<file path="src/rtl/tenary_conv_sched.sv">
// Layer scheduler for the ternary convolution datapath: walks output windows
// (col innermost, then channel group, then row), then flushes the pipe.
//
// state | meaning
// IDLE  | waiting for start
// RUN   | issuing one fire per valid window
// DRAIN | issuing DRAIN_CYCLES flush fires
// DONE  | one-cycle layer_done pulse
module tenary_conv_sched #(
  parameter int INPUT_SIZE    = 16,
  parameter int TI            = 3,
  parameter int INPUT_CHANNEL = 3,
  parameter int ADDR_BITS     = 4,
  parameter int DRAIN_CYCLES  = TI + 2
) (
  input  logic                 clk,
  input  logic                 rst,
  input  logic                 start,
  input  logic                 src_valid,
  input  logic                 dp_done,
  input  logic                 out_ready,
  output logic                 fire,
  output logic                 busy,
  output logic                 layer_done,
  output logic                 out_valid,
  output logic [ADDR_BITS-1:0] row,
  output logic [ADDR_BITS-1:0] col,
  output logic [7:0]           ch_grp,
  output logic [7:0]           wt_addr,
  output logic                 ovf_err
);

  localparam int ITER = INPUT_CHANNEL / TI;
  localparam int DW   = (DRAIN_CYCLES > 1) ? $clog2(DRAIN_CYCLES) : 1;
  localparam logic [ADDR_BITS-1:0] LAST_POS   = ADDR_BITS'(INPUT_SIZE - 1);
  localparam logic [7:0]           LAST_GRP   = 8'(ITER - 1);
  localparam logic [DW-1:0]        DRAIN_LOAD = DW'(DRAIN_CYCLES - 1);

  typedef enum logic [1:0] {S_IDLE, S_RUN, S_DRAIN, S_DONE} state_t;

  state_t         state, state_nxt;
  logic [DW-1:0]  drain_cnt;
  logic           stall;
  logic           col_wrap;
  logic           grp_wrap;
  logic           last_win;
  logic [7:0]     grp_nxt;

  assign stall    = out_valid & ~out_ready;
  assign col_wrap = (col == LAST_POS);
  assign grp_wrap = col_wrap && (ch_grp == LAST_GRP);
  assign last_win = grp_wrap && (row == LAST_POS);
  assign grp_nxt  = (ch_grp == LAST_GRP) ? 8'd0 : ch_grp + 8'd1;

  always_comb begin
    state_nxt  = state;
    fire       = 1'b0;
    busy       = 1'b0;
    layer_done = 1'b0;
    case (state)
      S_IDLE: if (start) state_nxt = S_RUN;
      S_RUN: begin
        busy = 1'b1;
        fire = src_valid & ~stall;
        if (fire && last_win) state_nxt = S_DRAIN;
      end
      S_DRAIN: begin
        busy = 1'b1;
        fire = ~stall;
        if (fire && drain_cnt == '0) state_nxt = S_DONE;
      end
      S_DONE: begin
        busy       = 1'b1;
        layer_done = 1'b1;
        state_nxt  = S_IDLE;
      end
      default: state_nxt = S_IDLE;
    endcase
    // Outputs are forced quiet while reset is held, not just after the edge.
    if (rst) begin
      fire       = 1'b0;
      busy       = 1'b0;
      layer_done = 1'b0;
    end
  end

  always_ff @(posedge clk) begin
    if (rst) begin
      state     <= S_IDLE;
      row       <= '0;
      col       <= '0;
      ch_grp    <= '0;
      wt_addr   <= '0;
      drain_cnt <= '0;
      out_valid <= 1'b0;
      ovf_err   <= 1'b0;
    end else begin
      state <= state_nxt;
      if (state == S_RUN && fire) begin
        if (last_win) begin
          row       <= '0;
          col       <= '0;
          ch_grp    <= '0;
          wt_addr   <= '0;
          drain_cnt <= DRAIN_LOAD;
        end else begin
          col <= col_wrap ? '0 : col + ADDR_BITS'(1);
          if (col_wrap) begin
            ch_grp  <= grp_nxt;
            wt_addr <= grp_nxt;
          end
          if (grp_wrap) row <= row + ADDR_BITS'(1);
        end
      end
      // Down-counter of drain fires; stalled cycles leave it untouched.
      if (state == S_DRAIN && fire && drain_cnt != '0)
        drain_cnt <= drain_cnt - DW'(1);
      if (dp_done)
        out_valid <= 1'b1;
      else if (out_ready)
        out_valid <= 1'b0;
      if (dp_done && stall)
        ovf_err <= 1'b1;
    end
  end

endmodule

</file>
<file path="config.mk">
export PLATFORM = sky130hd
export DESIGN_NAME = tenary_conv_sched
export DESIGN_NICKNAME = d
export VERILOG_FILES = /design/src/rtl/tenary_conv_sched.sv
export SDC_FILE = /design/constraint.sdc
export NUM_CORES = 1
export LEC_CHECK = 0
export CORE_MARGIN = 2
export CORE_UTILIZATION = 35
export CTS_BUF_LIST = sky130_fd_sc_hd__clkbuf_2 sky130_fd_sc_hd__clkbuf_4 sky130_fd_sc_hd__clkbuf_8
export DETAILED_ROUTE_END_ITERATION = 10
export DONT_BUFFER_PORTS = 1
export SETUP_SLACK_MARGIN = 0.2
export SLEW_MARGIN = 20
export SYNTH_ARGS = -nofsm -noshare
export SYNTH_HDL_FRONTEND = slang
export SYNTH_SLANG_ARGS = --single-unit
export TNS_END_PERCENT = 10
</file>
<file path="constraint.sdc">
create_clock -name clk -period 2 [get_ports clk]
set_input_delay 0.2 -clock clk [delete_from_list [all_inputs] [get_ports clk]]
set_output_delay 0.2 -clock clk [all_outputs]
set_load 0.02 [all_outputs]
</file>
# Word level (Yosys, flattened, before mapping)
# Index checks and enable logic that the tools add are counted.
# word_totals
reg_bits,23
in_bits,6
wordCells,67
# classes
n_bitwise,4
muxes,22
n_addsub,4
n_eq_ne,8
n_reduce_logical,22
# ops
cell,count
8-bit two-way mux,3
4-bit two-way mux,4
2-bit nonzero test,5
3-bit two-way mux,3
"4-bit by 1-bit adder with 4-bit output, second input constant",2
"8-bit by 1-bit adder with 8-bit output, second input constant",1
"4-bit == test, second input constant",2
1-bit logical AND,8
8-bit logical NOT,1
2-bit case mux with 4 select lines,1
1-bit two-way mux,7
2-bit two-way mux,3
"2-bit inequality test, second input constant",3
2-bit AND reduction,3
"2-bit == test, second input constant",2
3-bit logical NOT,1
3-bit AND reduction,1
3-bit nonzero test,1
3-bit OR reduction,1
"3-bit by 1-bit subtractor with 3-bit output, second input constant",1
1-bit bitwise AND,2
"2-bit by 1-bit == test with 1-bit output, second input constant",1
2-bit logical NOT,1
1-bit inverter,2
1-bit case mux with 2 select lines,1

# Logic depth before layout (Yosys ltp)
# depth
ltp_word,10
depth_mapped,8

# Least setup slack after synthesis
# No wires, ideal clock.
# synth_timing
kind,register -> register
startpoint,reg col[0]
endpoint,reg wt_addr[7]
required_ns,1.929
stages_incl_launch_ff,7
period_less_slack_ns,1.848
t_arrival_ns,1.777
setup_time_ns,0.071
path_slack_ns,0.152
cell_sequence,dfxtp_1 > ha_1 > and3_1 > nand4_4 > buf_6 > or4_1 > a21oi_1
# synth_between
elab_chain_len,5
# synth_rtl
element,line,rtl
"start, declared",27,"output logic [ADDR_BITS-1:0] col,"
"start signal, assigned",107,col <= col_wrap ? '0 : col + ADDR_BITS'(1);
4-bit == test *,50,assign col_wrap = (col == LAST_POS);
1-bit logical AND,51,assign grp_wrap = col_wrap && (ch_grp == LAST_GRP);
1-bit logical AND,52,assign last_win = grp_wrap && (row == LAST_POS);
2-bit nonzero test (no line),-,
2-bit AND reduction (no line),-,
"end signal, assigned",110,wt_addr <= grp_nxt;
"end, declared",29,"output logic [7:0] wt_addr,"
# Every way passes the cells marked *; elsewhere a longest branch is shown, timed or not.
# A chain may end at the register's enable or synchronous reset.

# Final worst setup path
# layout_timing
startpoint,reg state[0]
endpoint,reg wt_addr[7]
# layout_between
elab_chain_len,5
# layout_rtl
element,line,rtl
"start, declared",41,"state_t state, state_nxt;"
"start signal, assigned",98,state <= state_nxt;
2-bit == test or 2-bit by 1-bit == test with 1-bit output (tied branches),"60, 99",
1-bit case mux with 2 select lines,60,case (state)
1-bit two-way mux,80,if (rst) begin
1-bit logical AND *,99,if (state == S_RUN && fire) begin
2-bit AND reduction (no line) *,-,
# Marked as above.

==> flow_summary.yaml <==
timing:
  fin_crit_ps: 1873
  slew_headroom: 0.7002
  report.final.setup_viol: 0
  final-hold-violation-count: 0
  grt_setup_unrepaired: "yes"
  timing.fmax_mhz: 534.0
  clock_skew_ps: 5.314
  slew_viol_final: 0
  post-route-period-util: 0.9364
  hold-worst-slack_ps: 89.84
  tightest_slew_ps: 438.4
power:
  power.net_switching_w: 0.0004316
  pwr-share-seq: 0.400
  cellLeakagePower_nw: 0.6367
  power.share.switching: 0.3435
  comb_power_share: 0.364
  power_density_of_the_placed_cells_nw_per_um2: 746.5
  cell_internal_power_dissipation_w: 0.0008247
  max-vdd-ir-drop_v: 0.0003625
  p_clk_frac: 0.236
grt:
  initial_antenna_violation_count: 0
  vias_in_the_first_global_route: 1312
  grt.overflow.total: 0
  grt_use_total: 0.1803
  grt_start_max_net_pins: 21
  wire_length_of_the_first_global_routing_pass_um: 6175
yosys:
  fraction_of_registers_with_async_set_reset: 0
  synth_cell_type_count: 43
  yosys-mux-area-fraction: 0.01439
  post_synthesis_compound_gate_area_fraction: 0.1754
  sequential_to_total_area_share_from_yosys_stat: 0.3309
  combinational_family_with_the_most_area_after_synthesis: "simple AND/OR/NAND/NOR gates"
  xor_xnor_fraction_of_synth_area: 0.02518
  synth_register_bits: 23
  synth_top_cells_by_area: "sky130_fd_sc_hd__dfxtp_1 33%, sky130_fd_sc_hd__ha_1 9.0%, sky130_fd_sc_hd__a21oi_1 5.0%, sky130_fd_sc_hd__buf_4 4.9%, sky130_fd_sc_hd__o31ai_1 3.2%"
  synth_top_cell_area_share: 0.3309
  synth.top_cells.by_count: "23 x sky130_fd_sc_hd__dfxtp_1, 14 x sky130_fd_sc_hd__a21oi_1, 11 x sky130_fd_sc_hd__nor2_1"
  leading_cell_type_by_number_of_instances_after_synthesis: "sky130_fd_sc_hd__dfxtp_1"
  synth-main-ff-cell: "sky130_fd_sc_hd__dfxtp_1"
  synth.largest_area_cell: "sky130_fd_sc_hd__dfxtp_1"
  post_synth_and_or_nand_nor_area_fraction: 0.2725
  synth_cells: 160
  synth-edff-count: 0
  avgSynthCellArea_sq_um: 8.696
  synthAdderAreaFrac: 0.08993
  mappedNetlistNets: 176
  yosysWarningCount: 0
  synthesis.area_sq_um: 1391
worst_setup_path:
  worst-path-max-fanout: 5
  critical_path_class: "reg -> reg"
  critPathRequiredTime_ps: 2210
  setup.worst_path.end_class: "register"
  setup.reg_to_reg.worst_slack_ps: 130
  critical_path_arrival_ps: 2080
  timing.critical_path.from_type: "register"
floorplanning:
  die_area_sq_um: 4496
  die_h_um: 67.05
  pin_count: 35
  dieWidth_um: 67.05
  rows: 22
  floorplan.initialDensity: 0.3717
  placeableCoreArea_sq_um: 3744
clock_tree:
  cts_root_buffer: "sky130_fd_sc_hd__clkbuf_8"
  cts-buffers-inserted: 3
  cts.clk_slew.worst_paths_ps: 90
  h_tree_levels: 1
  cts-root-to-sink-buffers: 2
  clkLatencyLatePin_ps: 270
  cts_sinks: 23
  clock_tree_from_tritoncts: "yes"
detailed_routing:
  drt-total-wl_um: 3758
  detailedRoute.firstIterationViolations: 34
  detailroute.via_count: 1308
  detail_route.wl_per_cell_um: 16.48
  detailedRoute.firstPassIterationCount: 4
  antenna_left: 0
  detail_route.vias_per_cell: 5.737
  drt_drc_violations_left: 0
finish:
  layout-drive-gt1-share: 0.2778
  area_growth_syn_to_layout_pct: 20.95
  finish.net_count: 197
  multiInputGateArea_sq_um: 863.3
  num-fill-cells: 381
  insertedDiodeCount: 0
  finish.utilization: 0.4495
  sequential_cell_area_sq_um: 465.4
  layout.cell_area.non_filler_sq_um: 1683
job:
  timing.max_cap.violations: 0
placed_design:
  place.port_buffers: 0
  placedInstanceArea_sq_um: 1515
  hpwl_um: 2488
  finalWeightedCongestion: 0.7676
min_path:
  hold_class: "in -> reg"
run_status:
  status: "finished, final reports clean"
## worst paths after layout
path / to / from / depth (start not counted)
worst min-delay path: drain_cnt[2] / rst / 2
worst max-delay path: wt_addr[7] / state[0] / 6
worst min register to register: drain_cnt[1] / drain_cnt[1] / 2
worst max register to register: wt_addr[7] / state[0] / 6
## sequential cells by signal, summed over array words and instances, names as in the netlist
| signal | cells |
|---|---|
| wt_addr | 8 |
| col | 4 |
| row | 4 |
| drain_cnt | 3 |
| state | 2 |
| out_valid | 1 |
| ovf_err | 1 |
## critical path, stage by stage (launching register included)
cell and delay (ps):
sky130_fd_sc_hd__dfxtp_2 360, sky130_fd_sc_hd__inv_2 50, sky130_fd_sc_hd__ha_1 290, sky130_fd_sc_hd__nor2b_4 260, sky130_fd_sc_hd__nand4_4 160, sky130_fd_sc_hd__or4_1 550, sky130_fd_sc_hd__a21oi_2 140
## placed cells by master, fill, tap and decap left out, types with 2 or more instances in the layout
cell type                        n
sky130_fd_sc_hd__nand4_4         3
sky130_fd_sc_hd__dlygate4sd3_1   3
sky130_fd_sc_hd__nor2b_1         2
sky130_fd_sc_hd__a21oi_2         2
sky130_fd_sc_hd__xnor2_1         3
sky130_fd_sc_hd__a21oi_1        12
sky130_fd_sc_hd__nand4_1         5
sky130_fd_sc_hd__buf_4          24
sky130_fd_sc_hd__or2_2           2
sky130_fd_sc_hd__o21ai_0         6
sky130_fd_sc_hd__clkbuf_8        3
sky130_fd_sc_hd__or3_1           3
sky130_fd_sc_hd__nor2_1         10
sky130_fd_sc_hd__dfxtp_1        19
sky130_fd_sc_hd__or4_1           5
sky130_fd_sc_hd__inv_1           9
sky130_fd_sc_hd__mux2i_1         2
sky130_fd_sc_hd__nand3_1         7
sky130_fd_sc_hd__nand2_1         6
sky130_fd_sc_hd__ha_1           10
sky130_fd_sc_hd__o31ai_1         6
sky130_fd_sc_hd__nor3_1          4
sky130_fd_sc_hd__nand2b_1        3
sky130_fd_sc_hd__dfxtp_2         4
## cell families (layout without fill, tap and decap cells)
group	count (synthesis)	count (layout)
AO/OA/AOI/OAI	38	38
XOR/XNOR	4	4
adder cells (fa/ha/maj)	10	10
buffers and inverters	23	41
flip-flops	23	23
multiplexers	2	2
AND/OR/NAND/NOR	60	62
## power by group through the flow
stage	Clock (W)	Combinational, W	Sequential, W
after floorplan	0	0.000264	0.000516
after global placement	0	0.000338	0.000515
after detailed placement	0	0.000354	0.000518
after CTS	0.000303	0.000423	0.000502
after global routing	0.000329	0.000503	0.000504
final	0.000296	0.000457	0.000502
## area by class of cell
cell class / count / share of cell area
multi-input cells: 116 / 0.5130
inverters: 10 / 0.02230
repair buffers: 27 / 0.1249
well taps: 48 / 0.03569
clock inverters: 1 / 0.002974
clock buffers: 3 / 0.02454
flip-flops and latches: 23 / 0.2766
## metal layers
layer	share of wire	wire length [um]	track usage
met1	0.42	1575	0.2164
met4	0.016	60	0.06888
met2	0.50	1876	0.2995
met5	0	0	0
met3	0.065	246	0.05405
## through the flow
| step | power, W | setup TNS (ps) | setup WS [ps] | std cells |
|---|---|---|---|---|
| 2_1_floorplan | 0.0007805 | 0 | 205.8 | 160 |
| 3_3_place_gp | 0.0008535 | 0 | 89.00 | 215 |
| 3_5_place_dp | 0.0008726 | -2.949 | -2.949 | 215 |
| 4_1_cts | 0.001228 | 0 | 127.3 | 225 |
| 5_1_grt | 0.001336 | 0 | 29.65 | 228 |
| 6_report | 0.001256 | 0 | 127.3 | 228 |
## repair_timing
action                                 4_1_cts  5_1_grt
cloned                                       2        0
hold buffers                                 1        2
endpoints found under the hold margin       13       11
setup buffers                                3        1
pin swaps                                    3        0
setup endpoints to repair                   12       20
resized for setup                            5        4
Power figures use the tool's default switching activity.
